File: config.mk
export PLATFORM = sky130hd
export DESIGN_NAME = pole_adapt_flat
export DESIGN_NICKNAME = d
export VERILOG_FILES = /design/src/rtl/pole_adapt_if.sv /design/src/rtl/pole_adapt.sv /design/src/flat_wrapper.sv
export SDC_FILE = /design/constraint.sdc
export NUM_CORES = 2
export LEC_CHECK = 0
export BUFFER_PORTS_ARGS = -buffer_cell sky130_fd_sc_hd__buf_2
export CAP_MARGIN = 20
export CELL_PAD_IN_SITES_DETAIL_PLACEMENT = 1
export CELL_PAD_IN_SITES_GLOBAL_PLACEMENT = 2
export CORE_ASPECT_RATIO = 0.8
export CORE_MARGIN = 4
export CORE_UTILIZATION = 35
export CTS_CLUSTER_DIAMETER = 100
export DETAILED_ROUTE_END_ITERATION = 16
export PLACE_DENSITY = 0.6
export SYNTH_ARGS = -nofsm -noshare
export SYNTH_HDL_FRONTEND = slang
export SYNTH_SLANG_ARGS = --single-unit
File: constraint.sdc
create_clock -name clk -period 9.6 [get_ports clk]
set_input_delay 0 -clock clk [delete_from_list [all_inputs] [get_ports clk]]
set_output_delay 0 -clock clk [all_outputs]
set_load 0.1 [all_outputs]
File: src/rtl/pole_adapt_if.sv
// Start/result handshake between the ADPCM adder stage and the pole-coefficient
// adaptation engine.
interface pole_adapt_if #(
   parameter int CW = 5
);
   logic          start;
   logic [CW-1:0] chan;
   logic          PK0;
   logic          SIGPK;
   logic          TR;
   logic          busy;
   logic          done;
   logic [15:0]   A1;
   logic [15:0]   A2;

   modport master (output start, chan, PK0, SIGPK, TR, input busy, done, A1, A2);
   modport slave  (input start, chan, PK0, SIGPK, TR, output busy, done, A1, A2);
endinterface

File: src/rtl/pole_adapt.sv
// Multi-channel G.726 second-order pole coefficient adaptation (UPA2, LIMC,
// UPA1, LIMD, TR reset) run as a fixed six-cycle schedule per request.
module pole_adapt #(
   parameter int NCH = 32,
   parameter int CW  = 5
) (
   input  logic clk,
   input  logic reset,
   input  logic scan_in0,
   input  logic scan_in1,
   input  logic scan_in2,
   input  logic scan_in3,
   input  logic scan_in4,
   input  logic scan_enable,
   input  logic test_mode,
   output logic scan_out0,
   output logic scan_out1,
   output logic scan_out2,
   output logic scan_out3,
   output logic scan_out4,
   pole_adapt_if.slave bus
);

   typedef enum logic [2:0] {
      S_IDLE, S_LOAD, S_UPA2, S_LIMC, S_UPA1, S_LIMD, S_STORE
   } state_t;

   function automatic logic [15:0] upa2(input logic [15:0] a1, input logic [15:0] a2,
                                        input logic pks1, input logic pks2,
                                        input logic sigpk);
      logic [16:0] uga2a, a1x, sh, fa1, fa, uga2b;
      logic [15:0] uga2, ula2;
      uga2a = pks2 ? 17'd114688 : 17'd16384;
      a1x   = {1'b0, a1};
      sh    = a1x << 2;
      if (!a1[15]) fa1 = (a1 <= 16'd8191)  ? sh : 17'd32764;
      else         fa1 = (a1 >= 16'd57345) ? sh : 17'd98308;
      fa    = pks1 ? fa1 : 17'd0 - fa1;
      uga2b = uga2a + fa;
      uga2  = sigpk ? 16'd0 : 16'(uga2b >> 7) + (uga2b[16] ? 16'd64512 : 16'd0);
      ula2  = a2[15] ? 16'd0 - ((a2 >> 7) + 16'd65024) : 16'd0 - (a2 >> 7);
      return a2 + uga2 + ula2;
   endfunction

   function automatic logic [15:0] lim_c(input logic [15:0] a2t);
      if (a2t >= 16'd32768 && a2t <= 16'd53248)      return 16'd53248;
      else if (a2t >= 16'd12288 && a2t <= 16'd32767) return 16'd12288;
      else                                           return a2t;
   endfunction

   function automatic logic [15:0] upa1(input logic [15:0] a1, input logic pks1,
                                        input logic sigpk);
      logic [15:0] uga1, ula1;
      uga1 = sigpk ? 16'd0 : (pks1 ? 16'd65344 : 16'd192);
      ula1 = a1[15] ? 16'd0 - ((a1 >> 8) + 16'd65280) : 16'd0 - (a1 >> 8);
      return a1 + uga1 + ula1;
   endfunction

   function automatic logic [15:0] lim_d(input logic [15:0] a1t, input logic [15:0] a2p);
      logic [15:0] a1ul, a1ll;
      a1ul = 16'd15360 - a2p;
      a1ll = a2p - 16'd15360;
      if (a1t >= 16'd32768 && a1t <= a1ll)     return a1ll;
      else if (a1t >= a1ul && a1t <= 16'd32767) return a1ul;
      else                                     return a1t;
   endfunction

   state_t        state_q, state_d;
   logic [15:0]   mem_a1_q [NCH];
   logic [15:0]   mem_a2_q [NCH];
   logic [NCH-1:0] mem_pk1_q, mem_pk2_q;
   logic [15:0]   a1o_q, a1o_d, a2o_q, a2o_d;
   logic [CW-1:0] chan_q, chan_d;
   logic          pk0_q, pk0_d, sig_q, sig_d, tr_q, tr_d;
   logic          pk1_q, pk1_d, pk2_q, pk2_d;
   logic [15:0]   a1_q, a1_d, a2_q, a2_d, a1p_q, a1p_d, a2p_q, a2p_d;
   logic          mem_we;
   logic          pks1, pks2;

   assign pks1 = pk0_q ^ pk1_q;
   assign pks2 = pk0_q ^ pk2_q;

   always_comb begin
      state_d = state_q;
      chan_d  = chan_q;
      pk0_d   = pk0_q;
      sig_d   = sig_q;
      tr_d    = tr_q;
      pk1_d   = pk1_q;
      pk2_d   = pk2_q;
      a1_d    = a1_q;
      a2_d    = a2_q;
      a1p_d   = a1p_q;
      a2p_d   = a2p_q;
      a1o_d   = a1o_q;
      a2o_d   = a2o_q;
      mem_we  = 1'b0;
      case (state_q)
         S_IDLE: begin
            if (bus.start) begin
               state_d = S_LOAD;
               chan_d  = bus.chan;
               pk0_d   = bus.PK0;
               sig_d   = bus.SIGPK;
               tr_d    = bus.TR;
            end
         end
         S_LOAD: begin
            a1_d    = mem_a1_q[chan_q];
            a2_d    = mem_a2_q[chan_q];
            pk1_d   = mem_pk1_q[chan_q];
            pk2_d   = mem_pk2_q[chan_q];
            state_d = S_UPA2;
         end
         S_UPA2: begin
            a2p_d   = upa2(a1_q, a2_q, pks1, pks2, sig_q);
            state_d = S_LIMC;
         end
         S_LIMC: begin
            a2p_d   = lim_c(a2p_q);
            state_d = S_UPA1;
         end
         S_UPA1: begin
            a1p_d   = upa1(a1_q, pks1, sig_q);
            state_d = S_LIMD;
         end
         // Results land in the output registers here so they are valid during STORE/done
         S_LIMD: begin
            a1o_d   = tr_q ? 16'd0 : lim_d(a1p_q, a2p_q);
            a2o_d   = tr_q ? 16'd0 : a2p_q;
            state_d = S_STORE;
         end
         S_STORE: begin
            mem_we  = 1'b1;
            state_d = S_IDLE;
         end
         default: state_d = S_IDLE;
      endcase
   end

   // Control, outputs and channel storage: cleared by reset; reset also blocks write-back
   always_ff @(posedge clk) begin
      if (reset) begin
         state_q   <= S_IDLE;
         a1o_q     <= 16'd0;
         a2o_q     <= 16'd0;
         mem_pk1_q <= '0;
         mem_pk2_q <= '0;
         for (int i = 0; i < NCH; i++) begin
            mem_a1_q[i] <= 16'd0;
            mem_a2_q[i] <= 16'd0;
         end
      end else begin
         state_q <= state_d;
         a1o_q   <= a1o_d;
         a2o_q   <= a2o_d;
         if (mem_we) begin
            mem_a1_q[chan_q]  <= a1o_q;
            mem_a2_q[chan_q]  <= a2o_q;
            mem_pk1_q[chan_q] <= pk0_q;
            mem_pk2_q[chan_q] <= pk1_q;
         end
      end
   end

   // Working registers only matter between LOAD and STORE, so they carry no reset
   always_ff @(posedge clk) begin
      chan_q <= chan_d;
      pk0_q  <= pk0_d;
      sig_q  <= sig_d;
      tr_q   <= tr_d;
      pk1_q  <= pk1_d;
      pk2_q  <= pk2_d;
      a1_q   <= a1_d;
      a2_q   <= a2_d;
      a1p_q  <= a1p_d;
      a2p_q  <= a2p_d;
   end

   assign bus.busy = (state_q != S_IDLE);
   assign bus.done = (state_q == S_STORE);
   assign bus.A1   = a1o_q;
   assign bus.A2   = a2o_q;

   assign scan_out0 = test_mode & scan_enable & scan_in0;
   assign scan_out1 = test_mode & scan_enable & scan_in1;
   assign scan_out2 = test_mode & scan_enable & scan_in2;
   assign scan_out3 = test_mode & scan_enable & scan_in3;
   assign scan_out4 = test_mode & scan_enable & scan_in4;

endmodule

File: src/flat_wrapper.sv
// flat-port wrapper written by rule: the top's interface ports become plain ports
module pole_adapt_flat 
#(
   parameter int NCH = 32,
   parameter int CW  = 5
)
  (clk, reset, scan_in0, scan_in1, scan_in2, scan_in3, scan_in4, scan_enable, test_mode, scan_out0, scan_out1, scan_out2, scan_out3, scan_out4, bus_start, bus_chan, bus_PK0, bus_SIGPK, bus_TR, bus_busy, bus_done, bus_A1, bus_A2);
  pole_adapt_if #(.CW(CW)) bus_i ();
  input  logic clk;
  input  logic reset;
  input  logic scan_in0;
  input  logic scan_in1;
  input  logic scan_in2;
  input  logic scan_in3;
  input  logic scan_in4;
  input  logic scan_enable;
  input  logic test_mode;
  output logic scan_out0;
  output logic scan_out1;
  output logic scan_out2;
  output logic scan_out3;
  output logic scan_out4;
  input wire logic [$bits(bus_i.start)-1:0] bus_start;
  input wire logic [$bits(bus_i.chan)-1:0] bus_chan;
  input wire logic [$bits(bus_i.PK0)-1:0] bus_PK0;
  input wire logic [$bits(bus_i.SIGPK)-1:0] bus_SIGPK;
  input wire logic [$bits(bus_i.TR)-1:0] bus_TR;
  output wire logic [$bits(bus_i.busy)-1:0] bus_busy;
  output wire logic [$bits(bus_i.done)-1:0] bus_done;
  output wire logic [$bits(bus_i.A1)-1:0] bus_A1;
  output wire logic [$bits(bus_i.A2)-1:0] bus_A2;
  assign bus_i.start = bus_start;
  assign bus_i.chan = bus_chan;
  assign bus_i.PK0 = bus_PK0;
  assign bus_i.SIGPK = bus_SIGPK;
  assign bus_i.TR = bus_TR;
  assign bus_busy = bus_i.busy;
  assign bus_done = bus_i.done;
  assign bus_A1 = bus_i.A1;
  assign bus_A2 = bus_i.A2;
  pole_adapt #(.NCH(NCH), .CW(CW)) u_core (.clk(clk), .reset(reset), .scan_in0(scan_in0), .scan_in1(scan_in1), .scan_in2(scan_in2), .scan_in3(scan_in3), .scan_in4(scan_in4), .scan_enable(scan_enable), .test_mode(test_mode), .scan_out0(scan_out0), .scan_out1(scan_out1), .scan_out2(scan_out2), .scan_out3(scan_out3), .scan_out4(scan_out4), .bus(bus_i));
endmodule
==> Yosys cells after proc, flatten, opt, wreduce, memory -nomap -nowiden <==
Memories as Yosys holds them, arrays and structs flattened. A register that Yosys moved wholly into a read port is not among the register bits.
Index checks and enable logic that the tools add are counted.
{ "op_classes": {"n_reduce_logical": 12, "muxes": 41, "order_cmp": 12, "n_addsub": 15, "eq_ne": 8, "bitwise": 8} }
{ "ops": {"columns": ["operator", "n"], "rows": [
  ["16-bit 2-to-1 mux", 14],
  ["17-bit 2-to-1 mux", 6],
  ["16-bit adder", 4],
  ["32-bit bitwise mux", 2],
  ["16-bit >= comparator, second input constant", 3],
  ["16-bit by 15-bit <= comparator with 1-bit output, second input constant", 2],
  ["16-bit one-hot mux with 2 select lines", 1],
  ["16-bit OR reduction", 2],
  ["1-bit by 16-bit subtractor with 16-bit output, first input constant", 2],
  ["3-bit one-hot mux with 6 select lines", 1],
  ["17-bit adder", 1],
  ["1-bit by 17-bit subtractor with 17-bit output, first input constant", 1],
  ["10-bit by 16-bit adder with 16-bit output", 1],
  ["16-bit by 14-bit >= comparator with 1-bit output, second input constant", 1],
  ["16-bit >= comparator", 1],
  ["16-bit by 13-bit <= comparator with 1-bit output, second input constant", 1],
  ["16-bit <= comparator", 1],
  ["16-bit <= comparator, second input constant", 1],
  ["14-bit by 16-bit subtractor with 16-bit output, first input constant", 1],
  ["16-bit by 14-bit subtractor with 16-bit output, second input constant", 1],
  ["10-bit by 10-bit adder with 11-bit output, second input constant", 1],
  ["1-bit 2-to-1 mux", 11],
  ["9-bit by 9-bit adder with 10-bit output, second input constant", 1],
  ["1-bit binary-select mux with 5-bit select", 2],
  ["19 further kinds", 34]
]} }
{ "totals": {"mem_bits_rw": 1024, "mem_count": 2, "regBits": 141, "wordCells": 111} }
{ "mem_list": {"columns": ["name", "words", "width", "rd", "rd_ports_with_merged_regs", "wr", "line_no", "source"], "rows": [
  ["u_core.mem_a1_q", 32, 16, 1, 1, 32, "pole_adapt.sv:69", "logic [15:0] mem_a1_q [NCH];"],
  ["u_core.mem_a2_q", 32, 16, 1, 1, 32, "pole_adapt.sv:70", "logic [15:0] mem_a2_q [NCH];"]
]} }

==> Logic depth before layout (Yosys ltp) <==
{ "logic_depth": {"ltp_word": 13, "mapped_depth": 25, "mapped_depth_nobuf": 25} }

==> Worst setup path after synthesis <==
Ideal clock, no wire load.
{ "synth_path": {"path_type": "register -> register", "from": "reg u_core.a1_q[4], read port of u_core.mem_a1_q", "to": "reg u_core.a2p_q[15], data pin", "required_time_ns": 9.448, "slack_ns": 4.218, "stages_incl_launch_ff": 22, "arrival_ns": 5.231, "path_cell_list": "edfxtp_1 nor4_2 nor4b_2 and3_1 nand3_1 o31ai_1 xnor2_1 fa_1 xnor2_1 and4b_1 nor3_1 xnor2_1 ha_1 ha_1 a21oi_1 o21ai_0 a21oi_1 o21ai_0 nand3_1 o311ai_0 or3_1 a31oi_1"} }
{ "synth_via": {"elab_chain_cells": 13, "elab_cells_between_ends": 15} }
{ "synth_lines": {"columns": ["item", "line_no", "source"], "rows": [
  ["start, declared", "pole_adapt.sv:76", "logic [15:0] a1_q, a1_d, a2_q, a2_d, a1p_q, a1p_d, a2p_q, a2p_d;"],
  ["16-bit by 13-bit <= comparator with 1-bit output / 16-bit >= comparator (equally long branches)", "pole_adapt.sv:36, pole_adapt.sv:37", null],
  ["17-bit 2-to-1 mux, on equally long branches", "pole_adapt.sv:36, pole_adapt.sv:37", null],
  ["17-bit 2-to-1 mux (*)", "pole_adapt.sv:36", "if (!a1[15]) fa1 = (a1 <= 16'd8191) ? sh : 17'd32764;"],
  ["17-bit 2-to-1 mux (*)", "pole_adapt.sv:98", "case (state_q)"],
  ["1-bit by 17-bit subtractor with 17-bit output", "pole_adapt.sv:38", "fa = pks1 ? fa1 : 17'd0 - fa1;"],
  ["17-bit 2-to-1 mux (*)", "pole_adapt.sv:38", null],
  ["17-bit adder (*)", "pole_adapt.sv:39", "uga2b = uga2a + fa;"],
  ["16-bit 2-to-1 mux", "pole_adapt.sv:40", "uga2 = sigpk ? 16'd0 : 16'(uga2b >> 7) + (uga2b[16] ? 16'd64512 : 16'd0);"],
  ["10-bit by 16-bit adder with 16-bit output (*)", "pole_adapt.sv:40", null],
  ["16-bit 2-to-1 mux (*)", "pole_adapt.sv:40", null],
  ["16-bit adder (*) (2 in series)", "pole_adapt.sv:42", "return a2 + uga2 + ula2;"],
  ["16-bit one-hot mux with 2 select lines (*)", "pole_adapt.sv:98", null],
  ["net u_core.a2p_d[15]", "pole_adapt.sv:76", null],
  ["end signal, assigned", "pole_adapt.sv:177", "a2p_q <= a2p_d;"],
  ["end, declared", "pole_adapt.sv:76", null]
]} }
Mark *: on every way through the listed nets, which the timed path passes. The rest lies on a longest branch. The select of a mux whose other input is x is not followed.
A chain may end at the register's enable or synchronous reset.

==> Final worst setup path <==
{ "layout_path": {"from": "reg u_core.a1_q[5], read port of u_core.mem_a1_q", "to": "reg u_core.a2p_q[15], data pin"} }
The elaborated chain is that of the path after synthesis.

==> qor_table.md <==
| Parameter | Reported |
| --- | --- |
| Number of max-slew violations in the final report | 0 |
| Mapped cell area | 56000 um^2 |
| Peak per-stage delay on the critical path | 550 ps |
| Number of buffers on the longest clock path | 3 |
| CORE AREA | 158000 um^2 |
| Synth Area per Inst | 14.4 um^2 |
| Crit Reg-Reg Startpoint | u_core.a1_q[5]$_DFFE_PP_ |
| Worst Path Class, Setup | reg -> reg |
| Setup_tns | 0 ps |
| Multi-input gate area in the final layout | 19600 um^2 |
| Effective utilization at floorplan | 35.4% |
| Area of all placed cells without fillers | 63200 um^2 |
| Cell depth of the worst flop-to-flop path | 21 |
| Number of enable flip-flop cells after synthesis | 1098 |
| Finish-stage setup viols | 0 |
| Fraction of layout instances using a drive strength above 1 | 18.1% |
| Cell type contributing the most total cell area after synthesis | edfxtp_1 |
| Number of stages on the worst hold path | 4 |
| Instance count of the mapped netlist | 3874 |
| Number of vias per cell after detailed routing | 5.43 |
| Die Width | 455 um |
| Met2 track demand over resource | 36.9% |
| Sequential cell area | 35000 um^2 |
| Total via count in the routed design | 33100 |
| Yosys reg bits | 1197 |
| Residual antenna-violating net count after detailed routing | 0 |
| Number of sinks handled by clock tree synthesis | 1197 |
| Crit path cell chain | nor4_2 -> nor4b_2 -> and3_1 -> nand3_1 -> o31ai_1 -> xnor2_1 -> fa_1 -> xnor2_1 -> and4b_1 -> nor3_1 -> xnor2_1 -> ha_1 -> nand2b_1 -> ha_1 -> a21oi_1 -> o21ai_0 -> a21oi_1 -> o21ai_0 -> o311ai_0 -> o21ai_0 -> a31oi_1 |
| Worst vdd ir | 0.168 mV |
| Arr. time, crit path | 7280 ps |
| Data required time of the critical path | 10220 ps |
| Area after DPL | 58800 um^2 |
| Deepest level of the CTS H-tree | 4 |
| Tightest Hold Check Type | in -> reg |
| Area growth from synthesis to layout | 12.9% |
| Insertion delay to the later sink of the worst-skew pair | 790 ps |
| Number of warnings printed during yosys synthesis | 0 |
| Register area share after synthesis | 62.5% |
| Starting DRT DRC Count | 3447 |
| Last weighted congestion value of the routability-driven placer | 0.815 |
| Kind of end point of the critical path | register |
| Worst Path Max Fanout | 5 |
| Maxcap violations | 0 |
| Total Routed Length | 189000 um |
| DRC viols | 0 |
| Setup slack of the most critical reg-to-reg path | 2940 ps |
| Cell chosen for the clock root | clkbuf_16 |
| Row count | 130 |
| Smallest hold slack | 137 ps |
| Routed WL per cell | 31.0 um |
| Number of cells in the finished layout apart from fillers | 6091 |
| Share of the core filled with cells | 40.0% |
| Post-synthesis net count | 3993 |
| Port Buf Inserts | 56 |
| Clock skew | 35.3 ps |
| CTS tree | built |
| Total global-route track usage | 22.8% |
| Kind of start point of the critical path | register |
| Result of the run | completed |
| Fraction of registers with async set or reset after synthesis | 0% |
| Area contributors post-synth | edfxtp_1 (59%), and2_1 (12%), mux4_2 (11%) |
| Number of clock buffers inserted by TritonCTS | 134 |
| Worst-path clk slew | 60 ps |
| Maximum number of pins on one net before global-route repair | 97 |
| Number of fill cells in the layout | 15900 |
| HPWL after detailed placement | 114000 um |
| Via count of the first global-routing pass | 34300 |
| Synth cell types | 71 |
| Die area | 166000 um^2 |
| Fin nets | 3986 |
| Hold Violations, Final | 0 |
| First-pass GRT wire length | 269000 um |
| Measured slew at the worst slew-check pin | 1140 ps |
| Die span in y | 366 um |
| GR Layer Usage met3 | 2.97% |
| Cell at the slowest stage of the critical path | o311ai_0 |
| Reg2reg end | u_core.a2p_q[15]$_DFFE_PP_ |
| Start point of the critical path | u_core.a1_q[5]$_DFFE_PP_ |
| Portion of synthesized cell area occupied by the leading cell type | 58.9% |
| Initial antenna violation count | 17 |
| Clock period minus worst slack | 6660 ps |
| Total overflow reported by the global router | 0 |
| RSZ-0062 raised after global routing | false |
| Max-Slew Margin vs Limit | 23.8% |
| PwrDens | 200 nW/um^2 |
| Top_reg_cell synth | edfxtp_1 |
| Total I/O pin count | 57 |
| Most congested layer reported by global routing | met2 |
| Worst setup path endpoint | u_core.a2p_q[15]$_DFFE_PP_ |
| First-pass detailed-route iteration total | 5 |
| Period utilization | 69.4% |
| Leak pwr | 22.8 nW |
| Met1 Track Usage GR | 32.5% |
| Max Clock Freq | 150 MHz |
| DP Cell Count | 5824 |
==> cells in the final DEF (no fill, tap or decap), types with 28 or more instances in the layout <==
cell type and n:
a21oi_1 84, clkinv_1 28, o21ai_0 48, a22oi_1 136
edfxtp_1 1098, clkbuf_1 37, nand2_1 70, buf_4 108
and2_1 1031, ha_1 80, mux4_2 272, xnor2_1 45
nor2_1 64, inv_1 76, a22o_1 66, nand4_1 39
clkbuf_16 138, nor3_1 33, buf_2 56, dfxtp_1 97
inv_2 32, nor2_4 28
==> power breakdown <==
part | switching [mW] | internal, mW | leakage [nW]
clock | 2.20 | 2.86 | 2.03
combinational | 0.977 | 0.585 | 8.69
sequential | 0.113 | 5.91 | 12.1
==> worst max-delay path, delay by kind of cell, from the launching register on <==
family | cells | cell delay (ps)
fa+ha+maj | 3 | 970
xor+xnor | 3 | 770
compound gates | 8 | 1960
simple gates | 7 | 2320
flops | 1 | 480
==> final cells by class <==
type	instances	area share, %
Sequential cell	1197	55.3
Inverter	110	0.654
Multi-Input combinational cell	2236	31.0
Timing Repair Buffer	188	2.20
Tap cell	2112	4.18
Clock buffer	179	5.77
Clock inverter	59	0.806
Antenna cell	10	0.0396
==> Yosys cell counts (3+ instances only) <==
cell type	number
clkbuf_1	289
a2111oi_0	5
dfxtp_1	99
o21ai_0	48
xor2_1	20
fa_1	21
and3_1	12
a21o_1	8
nand3b_1	5
nor2_1	93
inv_1	108
edfxtp_1	1098
a22o_1	66
ha_1	80
o21bai_1	6
or2_2	6
a21boi_0	5
buf_2	25
o2bb2ai_1	5
or3_1	13
a211oi_1	3
o21a_1	5
a31oi_1	9
o31ai_1	8
mux4_2	272
xnor2_1	45
buf_1	14
nand2b_1	19
and2_1	1033
nand4_1	39
nor3b_1	9
a22oi_1	136
nand3_1	19
a21oi_1	84
nor2b_1	8
a32o_1	3
nor3_1	41
o211ai_1	3
nand2_1	70
==> through the flow <==
stage | worst slack, ps | power, mW
floorplan | 4220 | 7.13
global placement | 3210 | 7.69
detailed placement | 3040 | 7.70
CTS | 3040 | 12.8
global route | 2320 | 13.1
finish | 2940 | 12.6
==> worst min path at each step <==
stage / start / to / slack (ps)
after floorplan: bus_chan[0] / u_core.chan_q[0]$_DFFE_PP_ / 100
after global placement: bus_chan[0] / u_core.chan_q[0]$_DFFE_PP_ / 180
after detailed placement: bus_chan[4] / u_core.chan_q[4]$_DFFE_PP_ / 180
after CTS: bus_start / u_core.state_q[0]$_SDFFE_PP0P_ / 80
after global routing: bus_start / u_core.state_q[0]$_SDFFE_PP0P_ / 150
final: bus_start / u_core.state_q[0]$_SDFFE_PP0P_ / 140
==> cell families (layout without fill, tap and decap cells) <==
group | after synthesis | after routing | share of synthesized area [%]
compound gates | 414 | 414 | 5.20
flops | 1197 | 1197 | 62.5
fa+ha+maj | 101 | 101 | 2.54
buf+inv | 441 | 536 | 3.03
mux | 273 | 273 | 11.0
xor+xnor | 66 | 66 | 1.05
simple gates | 1382 | 1382 | 14.7
other cells | 0 | 10 | 0
==> layer usage <==
metal  vias to the layer above  wire, um  part of all wire (%)
li1                      14300         -                     -
met2                       873     88700                    47
met5                         -         0                     0
met1                     17700     86500                    46
met3                       192      9370                   5.0
met4                         0      4160                   2.2
==> what timing repair did <==
action / 4_1_cts / 5_1_grt
buffers inserted: 0 / 0
resized for setup: 0 / 0
hold buffers: 18 / 0
endpoints found under the hold margin: 32 / 0
==> flip-flops by register name, indices dropped and copies added, names as in the netlist <==
| signal | count |
|---|---|
| u_core.a1p_q | 16 |
| u_core.state_q | 3 |
| u_core.a2p_q | 16 |
| u_core.chan_q | 5 |
| u_core.bus.A2 | 16 |
| u_core.tr_q | 1 |
| u_core.pk1_q | 1 |
| u_core.pk0_q | 1 |
| u_core.mem_pk1_q | 32 |
| u_core.mem_a2_q | 512 |
| u_core.bus.A1 | 16 |
| u_core.mem_a1_q | 512 |
| u_core.pk2_q | 1 |
| u_core.a1_q | 16 |
| u_core.a2_q | 16 |
| u_core.sig_q | 1 |
| u_core.mem_pk2_q | 32 |
(Power assumes the default switching activity.)
